[config.mk]
export PLATFORM = sky130hd
export DESIGN_NAME = alu_program_sequencer
export DESIGN_NICKNAME = d
export VERILOG_FILES = /design/src/rtl/alu_program_sequencer.sv
export SDC_FILE = /design/constraint.sdc
export NUM_CORES = 1
export LEC_CHECK = 0
export ABC_CLOCK_PERIOD_IN_PS = 3550
export CAP_MARGIN = 5
export CORE_ASPECT_RATIO = 0.8
export CORE_UTILIZATION = 40
export DETAILED_ROUTE_END_ITERATION = 8
export RECOVER_POWER = 25
export SYNTH_ARGS = -nofsm -noshare
export SYNTH_HDL_FRONTEND = slang
export SYNTH_SLANG_ARGS = --single-unit
[constraint.sdc]
create_clock -name CLK -period 3.55 [get_ports CLK]
set_input_delay 0.71 -clock CLK [delete_from_list [all_inputs] [get_ports CLK]]
set_output_delay 0.71 -clock CLK [all_outputs]
set_load 0.01 [all_outputs]
[src/rtl/alu_program_sequencer.sv]
// Program sequencer for the 4-bit accumulator ALU: fetches instructions from a
// switch-loaded 16x8 memory and drives OPR/OPA with a two-phase EXEC strobe.
module alu_program_sequencer #(
  parameter int HI_CYC = 4,
  parameter int LO_CYC = 4
) (
  input  logic       CLK,
  input  logic       RST_N,
  input  logic       LOAD_WE,
  input  logic [3:0] LOAD_ADDR,
  input  logic [7:0] LOAD_DATA,
  input  logic       RUN,
  input  logic       STEP,
  input  logic       PC_CLR,
  output logic [3:0] OPR_OUT,
  output logic [3:0] OPA_OUT,
  output logic       EXEC,
  output logic [3:0] PC,
  output logic       BUSY,
  output logic       HALTED
);

  localparam logic [2:0] S_IDLE     = 3'd0;
  localparam logic [2:0] S_FETCH    = 3'd1;
  localparam logic [2:0] S_ISSUE_HI = 3'd2;
  localparam logic [2:0] S_ISSUE_LO = 3'd3;
  localparam logic [2:0] S_HALTED   = 3'd4;

  localparam logic [3:0] OP_HALT = 4'h0;
  localparam logic [3:0] OP_JUMP = 4'hF;

  localparam int MAX_CYC = (HI_CYC > LO_CYC) ? HI_CYC : LO_CYC;
  localparam int CNT_W   = $clog2(MAX_CYC + 1);
  localparam logic [CNT_W-1:0] HI_LAST = CNT_W'(HI_CYC - 1);
  localparam logic [CNT_W-1:0] LO_LAST = CNT_W'(LO_CYC - 1);
  localparam logic [CNT_W-1:0] CNT_ONE = CNT_W'(1);

  logic [7:0]       mem [16];
  logic [7:0]       instr;
  logic             mem_we;

  logic [2:0]       state;
  logic [2:0]       state_nxt;
  logic [CNT_W-1:0] cnt;
  logic [CNT_W-1:0] cnt_nxt;
  logic [3:0]       pc_nxt;
  logic [3:0]       opr_nxt;
  logic [3:0]       opa_nxt;
  logic             step_mode;
  logic             step_mode_nxt;
  logic             continuing;

  // Memory is only writable while the sequencer is parked, never while issuing.
  assign mem_we = LOAD_WE && ((state == S_IDLE) || (state == S_HALTED));

  always_ff @(posedge CLK) begin
    if (mem_we) begin
      mem[LOAD_ADDR] <= LOAD_DATA;
    end
  end

  assign instr      = mem[PC];
  assign continuing = RUN && !step_mode;

  always_comb begin
    state_nxt     = state;
    cnt_nxt       = cnt;
    pc_nxt        = PC;
    opr_nxt       = OPR_OUT;
    opa_nxt       = OPA_OUT;
    step_mode_nxt = step_mode;
    case (state)
      S_IDLE: begin
        if (PC_CLR) begin
          pc_nxt = 4'd0;
        end else if (RUN || STEP) begin
          state_nxt     = S_FETCH;
          step_mode_nxt = !RUN;
        end
      end
      S_FETCH: begin
        if (instr[7:4] == OP_HALT) begin
          state_nxt = S_HALTED;
        end else if (instr[7:4] == OP_JUMP) begin
          pc_nxt    = instr[3:0];
          state_nxt = continuing ? S_FETCH : S_IDLE;
        end else begin
          opr_nxt   = instr[7:4];
          opa_nxt   = instr[3:0];
          cnt_nxt   = '0;
          state_nxt = S_ISSUE_HI;
        end
      end
      S_ISSUE_HI: begin
        if (cnt == HI_LAST) begin
          cnt_nxt   = '0;
          state_nxt = S_ISSUE_LO;
        end else begin
          cnt_nxt = cnt + CNT_ONE;
        end
      end
      S_ISSUE_LO: begin
        // RUN is only consulted here, so a dropped RUN never shortens a strobe.
        if (cnt == LO_LAST) begin
          cnt_nxt   = '0;
          pc_nxt    = PC + 4'd1;
          state_nxt = continuing ? S_FETCH : S_IDLE;
        end else begin
          cnt_nxt = cnt + CNT_ONE;
        end
      end
      S_HALTED: begin
        if (PC_CLR) begin
          pc_nxt    = 4'd0;
          state_nxt = S_IDLE;
        end
      end
      default: begin
        state_nxt = S_IDLE;
      end
    endcase
  end

  // Status outputs are registered from the next state so EXEC is glitch-free.
  always_ff @(posedge CLK or negedge RST_N) begin
    if (!RST_N) begin
      state     <= S_IDLE;
      cnt       <= '0;
      PC        <= 4'd0;
      OPR_OUT   <= 4'd0;
      OPA_OUT   <= 4'd0;
      step_mode <= 1'b0;
      EXEC      <= 1'b0;
      BUSY      <= 1'b0;
      HALTED    <= 1'b0;
    end else begin
      state     <= state_nxt;
      cnt       <= cnt_nxt;
      PC        <= pc_nxt;
      OPR_OUT   <= opr_nxt;
      OPA_OUT   <= opa_nxt;
      step_mode <= step_mode_nxt;
      EXEC      <= (state_nxt == S_ISSUE_HI);
      BUSY      <= (state_nxt == S_FETCH) || (state_nxt == S_ISSUE_HI) ||
                   (state_nxt == S_ISSUE_LO);
      HALTED    <= (state_nxt == S_HALTED);
    end
  end

endmodule
Word level (Yosys, flattened, before mapping)
Memories as Yosys holds them, arrays and structs flattened.
Index checks and enable logic that the tools add are counted.
Word-level totals
  register bits after elaboration: 22
  RAM bits: 128
  bits of input ports: 18
  word-level logic and storage cells: 68
  memories: 1
Memory list
  mem: words 16, width 8, read ports 1, clocked after Yosys merged registers in 0, wr ports 1, line 38  | logic [7:0] mem [16];
Cells by class
  $add $sub $neg: 2
  eq/ne operators: 15
  muxes and demuxes: 20
  bitwise gates (word level): 3
  reduce and logical (&&, ||, !) cells: 18
Operators by type and width (count)
  $mux 3: 9
  $mux 4: 4
  $eq 3x2->1 const B: 5
  $pmux 3 s5: 1
  $pmux 4 s3: 1
  $reduce_and 3->1: 3
  $ne 2x2->1 const B: 4
  $eq 3x1->1 const B: 2
  $eq 3x3->1 const B: 2
  $pmux 3 s2: 1
  $reduce_and 5->1: 1
  $add 4x1->4 const B: 1
  $eq 4x4->1 const B: 1
  $logic_not 4->1: 1
  $logic_or 1x1->1: 4
  $reduce_or 2->1: 2
  $add 3x1->3 const B: 1
  $logic_not 3->1: 1
  $mux 1: 3
  $not 1->1: 3
  $reduce_bool 3->1: 1
  $logic_and 1x1->1: 2
  $logic_not 1->1: 2
  $mux 2: 1
  2 further kinds: 2

Logic depth before layout (Yosys ltp)
Gate-level depths: netlist of the first run.
  depth after elaboration: 9
  gate-level depth with buffers: 10

Worst setup path before layout of the first run
No wires, ideal clock.
  kind: flip-flop to flip-flop
  from: register PC[1]
  to: register OPA_OUT[0]
  setup time: 0.125 ns
  data arrival time: 2.693 ns
  required time: 3.425 ns
  slack: 0.732 ns
  cell stages (with the launch flop): 10
  buffers on the path: 3
  clock period less this slack: 2.818 ns
  cells stage by stage: dfrtp_1 clkbuf_1 buf_1 mux4_2 a22oi_1 nand3_2 or4_4 and2_4 buf_6 mux2_4
On the way
  word-level cells in the longest chain between the ends: 4
RTL lines
  from (decl): line 18  | output logic [3:0] PC,
  from (signal assigned): line 139  | PC <= pc_nxt;
  $mem_v2 16x8 (*)
  $eq 4x4->1 / $logic_not 4->1 (equally long branches): line 84, 82
  $not 1->1 (no line)
  $reduce_and 3->1 (no line)
  to (signal assigned): line 141  | OPA_OUT <= opa_nxt;
  to (decl): line 16  | output logic [3:0] OPA_OUT,
Every way passes the cells marked *; elsewhere a longest branch is shown, timed or not.
A chain may end at the register's enable or synchronous reset.

Worst setup path after layout of the first run
  from: register PC[0]
  to: register EXEC
On the way
  word-level cells in the longest chain between the ends: 6
RTL lines
  $mem_v2 16x8 (*)
  $eq 4x4->1: line 84  | end else if (instr[7:4] == OP_JUMP) begin
  $mux 2: line 84
  $mux 3 (*): line 82  | if (instr[7:4] == OP_HALT) begin
  $pmux 3 s5 (*): line 72  | case (state)
  $eq 3x2->1 (*): line 143  | EXEC <= (state_nxt == S_ISSUE_HI);
  to (signal assigned): line 143
  to (decl): line 17  | output logic EXEC,
Marks and branches as above.

==> results of run 1 <==
cell usage in the layout, fill, tap and decap left out, drive strengths merged, types with 3 or more instances in the layout:
master,count
edfxtp,128
mux4,35
clkdlybuf4s50,26
dfrtp,22
clkbuf,18
nor2,17
buf,13
nand3,12
nand2,11
inv,11
mux2,9
o21ai,8
nor3,6
dlygate4sd3,6
a22oi,5
nand2b,5
a21oi,5
nor2b,4
a22o,3
bufinv,3
stage by stage:
step	util, %	area [µm²]	setup slack [ns]	power, mW
2_1_floorplan	-	6020	0.732	3.28
3_3_place_gp	45.6	6610	0.503	3.80
3_5_place_dp	45.6	6610	0.403	3.83
4_1_cts	49.8	7220	0.367	5.72
5_1_grt	49.8	7220	0.131	5.92
6_report	49.8	7220	0.378	5.67
per-layer routing:
| layer | vias to the layer above | wire, µm |
|---|---|---|
| li1 | 1386 | - |
| met1 | 1663 | 5820 |
| met2 | 91 | 5920 |
| met3 | 13 | 586 |
| met4 | 0 | 141 |
| met5 | - | 0 |
synthesized netlist by cell type (2+ instances only):
master / instances
edfxtp_1: 128
mux4_1: 3
a2bb2oi_1: 2
a22o_1: 3
inv_1: 3
dfrtp_1: 22
nand3_1: 11
mux2_4: 7
a22oi_1: 5
ha_1: 2
a21oi_1: 5
nor2_1: 17
clkbuf_1: 6
nand4_1: 2
nor2b_1: 4
buf_6: 2
nand2_1: 11
mux4_2: 32
nand2b_1: 5
mux2_2: 2
nand4b_1: 2
o21ai_0: 8
nor3_1: 6
buf_2: 2
power breakdown:
part	switching, mW	internal (mW)
registers	0.136	2.05
logic	0.792	0.807
clock network	0.755	1.13
total	1.68	3.99
area by class of cell:
| class | count | area, µm² |
|---|---|---|
| well taps | 184 | 230 |
| repair buffers | 45 | 430 |
| inverters | 3 | 11.3 |
| flip-flops and latches | 150 | 4400 |
| fillers | 1153 | 7270 |
| multi-input cells | 146 | 1540 |
| clock inverters | 14 | 185 |
| clock buffers | 18 | 429 |
sequential cells by signal (all words and copies together), names as in the netlist:
register / count
cnt: 3
EXEC: 1
OPR_OUT: 4
step_mode: 1
mem: 128
state: 3
HALTED: 1
PC: 4
BUSY: 1
OPA_OUT: 4
how the worst max path moves through the flow:
stage,depth (start not counted),slack [ns],start,endpoint
final,6,0.38,PC[0],EXEC
after global placement,6,0.50,PC[0],OPR_OUT[1]
after detailed placement,7,0.40,PC[0],EXEC
after global routing,7,0.13,PC[0],EXEC
after CTS,7,0.37,PC[0],EXEC
after floorplan,9,0.73,PC[1],OPA_OUT[0]
critical path, cell delays in order (launching register included):
cell and delay, ns:
dfrtp_2 0.70, mux4_2 0.58, a22oi_1 0.33, nand3_1 0.26
a41oi_2 0.49, nand2_1 0.20, a2111oi_0 0.44
kinds of logic after synthesis:
family	after synthesis	synth area share, %
buffers and inverters	15	1.41
DFF	150	73.0
and+or+nand+nor	67	5.82
muxes	44	15.4
adders and majority gates	2	0.416
AOI/OAI and AO/OA	33	3.95
==> out/metrics.cfg, run 1 <==
[synthesis]
yosysWarnings=0
syn_area_per_cell_um2=19.4
synthesis.area_mm2=0.00602
yosysSeqAreaShare_pct=73.0
synthCells=311
synth_seq_cells=150
synth_top_area_cell=edfxtp_1
synthDistinctLibCells=45
synthFlopType=edfxtp_1
yosys-top-cells-area=edfxtp_1, mux4_2, dfrtp_1, mux2_4, mux4_1
syn_nets=331
synth_top_area_share_pct=63.9
synth-async-reset-ratio_pct=14.7
synth_enable_flop_cells=128

[setup_path]
rrSetupSlack_ns=0.38
endpoint_kind=register
setup.worst_path.start_class=register
crit_type=register to register
cp.required_ns=3.82
r2r_end=EXEC
ff2ff_path_depth=6
worstPathArrival_ns=3.44
r2r-start=PC[0]
crit_path_max_fanout=16

[worst_hold_path]
min_path_type=register to register
whs_path_depth=1
hold_start=cnt[2]
min_to=cnt[2]

[clock_network]
clock_sinks=150
clk_pin_slew_ns=0.06
cts_tree=done
h-tree-depth=4
hold_buffers=0
cts-root-buf=clkbuf_16
cts_resized=0
cts_setup_buffers=0
clockBufferDepth=2
insertion_delay_ns=0.43
cts-buffers-inserted=17

[timing]
relSlewSlack_pct=29.4
maxSlewViolCount=0
finalHoldViolations=0
setup_tns_ns=0
setup_viol=0
min_period_over_period_pct=89.3
min_period_ns=3.17
fmax_ghz=0.315
fin_skew_ns=0.0176
fin_hold_ws_ns=0.510
worst_slew_pin_slew_ns=1.06
rsz0062_at_grt=false

[grt]
grt_pass1_wl_um=19300
top_usage_layer=met2
gr-total-overflow=0
grt_pass1_vias=3195
use_met3_pct=4.56
use_met2_pct=26.8
grt_max_degree=37
use_met1_pct=24.6
grt_use_total_pct=17.5
antenna_found_initial=0

[finish]
layout-drive-gt1-share_pct=24.5
layout.nets=383
n_antenna_cell=0
instances_no_fill=560
area_delta_synth_final_pct=20.0

[power]
power_density_mw_per_mm2=785
ir_worst_vdd_mv=0.377
p_leak_nw=2.41

[route]
vias=3153
drtIter0Drc=276
via_per_inst=5.63
routedWlPerCell_um=22.3
drc=4
first_pass_iters=6
postRouteAntennaNets=0
drt_wl_total_um=12500

[run_status]
status=finished, violations left
violations=design-rule violations

[placement]
port_buffers=32
place_inst=528
hpwl_um=8230
place_congestion=0.826

[floorplanning]
core_area_mm2=0.0145
die_w_um=139
start_util_pct=41.5
die_area_mm2=0.0155
rows=39
die_h_um=112
io_pins=33

[run]
maxCapViolCount=0

No activity file was read; power rests on OpenSTA's default activity.
==> inputs of run 2 (changes only) <==
- ABC_CLOCK_PERIOD_IN_PS: 3550 -> 2600
- DONT_BUFFER_PORTS: not set -> 1
- SETUP_SLACK_MARGIN: not set -> 0.3
- clock period: 3.55 -> 2.6 ns (I/O delays scaled with it)
==> out/metrics.cfg, run 2 (synthesis results as in run 1) <==
[run_status]
status=finished, violations left
violations=design-rule violations

[floorplanning]
die_w_um=139
start_util_pct=41.5
io_pins=33
core_area_mm2=0.0145
rows=39
die_h_um=112
die_area_mm2=0.0155

[route]
drt_wl_total_um=12900
postRouteAntennaNets=0
via_per_inst=5.51
vias=3192
drtIter0Drc=275
routedWlPerCell_um=22.2
first_pass_iters=7
drc=6

[clock_network]
h-tree-depth=4
clk_pin_slew_ns=0.06
cts_tree=done
clockBufferDepth=2
clock_sinks=150
cts-buffers-inserted=17
cts-root-buf=clkbuf_16
insertion_delay_ns=0.42

[power]
power_density_mw_per_mm2=1130
pwr-share-comb_pct=35.1
p_leak_nw=2.63
internal_power_mw=6.03
p_seq_share_pct=34.9
ir_worst_vdd_mv=0.597
swShare_pct=29.7
total_power_mw=8.57
switchingPower_mw=2.54
pwr-share-clk_pct=30.0

[timing]
fin_hold_ws_ns=0.181
min_period_ns=2.60
setup_tns_ns=0
finalHoldViolations=0
relSlewSlack_pct=29.2
fin_skew_ns=0.00824
maxSlewViolCount=0
fmax_ghz=0.385
worst_slew_pin_slew_ns=1.06
min_period_over_period_pct=99.9
setup_viol=0
rsz0062_at_grt=true

[grt]
grt_pass1_wl_um=19600
gr-total-overflow=0
use_met3_pct=5.38
use_met1_pct=25.1
antenna_found_initial=0
grt_max_degree=23
grt_use_total_pct=17.8
top_usage_layer=met2
use_met2_pct=27.0
grt_pass1_vias=3196

[placement]
port_buffers=0
dpl_cell_area_mm2=0.00656
place_congestion=0.829
hpwl_um=8700

[worst_hold_path]
min_path_type=input port to register

[setup_path]
critical_path.cell_chain=buf_6, buf_12, mux4_2, a22oi_2, nand3_2, or4_4, and2_4, mux2_4
endpoint_kind=register
crit_path_max_fanout=7
worstPathArrival_ns=2.89
crit_type=register to register
critical-path-slowest-cell=mux4_2
setup.worst_path.start_class=register
cpPeakStageDelay_ns=0.52
cp.required_ns=2.90

[run]
maxCapViolCount=0

[finish]
layout-drive-gt1-share_pct=43.3
layout.nets=402
final_common_cell=edfxtp_1
top_register=mem
layout_common_cells=edfxtp_1, buf_4, mux4_2, dfrtp_1, clkbuf_16
largest_reg_flops=128
n_antenna_cell=0
utilization_pct=52.2
area_delta_synth_final_pct=25.7
finish.instance_area_mm2=0.00757

-- run 2: power groups by stage --
stage / clock network [mW] / logic, mW / registers [mW]
6_report: 2.57 / 3.01 / 2.99
5_1_grt: 2.71 / 3.20 / 3.01
3_5_place_dp: 0 / 2.26 / 3.07
4_1_cts: 2.61 / 2.91 / 2.99
3_3_place_gp: 0 / 2.22 / 3.06
2_1_floorplan: 0 / 1.57 / 2.99
-- run 2: worst max-delay path, delay by kind of cell (launching register included) --
family          cells  cell delay, ns
mux                 2            0.82
simple gates        3            0.82
flops               1            0.38
compound gates      1            0.23
buf+inv             2            0.23
-- run 2: worst paths after layout --
kind	endpoint	from	slack (ns)	cells after the start
max in group asynchronous	PC[0]	RST_N	1.14	1
min	step_mode	RUN	0.18	1
max	OPR_OUT[1]	PC[0]	0.003	8
min in group asynchronous	step_mode	RST_N	0.75	1
max reg2reg	OPR_OUT[1]	PC[0]	0.003	8
min reg2reg	cnt[2]	cnt[2]	0.50	1
-- run 2: per-layer routing --
layer | up-vias | share of wire [%]
met5 | - | 0
met4 | 0 | 0.57
met3 | 7 | 5.8
met2 | 114 | 47
met1 | 1654 | 46
li1 | 1417 | -
-- run 2: timing repair --
| item | 4_1_cts | 5_1_grt |
|---|---|---|
| pin swaps | 14 | 6 |
| setup endpoints to repair | 21 | 21 |
| endpoints found under the hold margin | 22 | 0 |
| gates resized for setup | 46 | 5 |
| hold buffers | 1 | 0 |
| setup buffers | 13 | 4 |
-- run 2: cell type report --
type,count,area (µm²)
Timing Repair Buffer,64,566
Clock buffer,17,425
Fill cell,1098,6930
Inverter,3,11.3
Clock inverter,15,203
Multi-Input combinational cell,146,1740
Tap cell,184,230
Sequential cell,150,4400
-- run 2: per-stage QoR --
stage	std cells	setup slack [ns]
after global routing	579	-0.0795
after detailed placement	529	-0.271
after CTS	575	0.00237
after floorplan	311	-0.0721
after global placement	529	-0.216
final	579	0.00273
==> inputs of run 3 (changes only) <==
- ABC_CLOCK_PERIOD_IN_PS: 2600 -> not set
==> results of run 3 <==
Same layout as run 2: the final DEF is identical, and so are final timing and power.
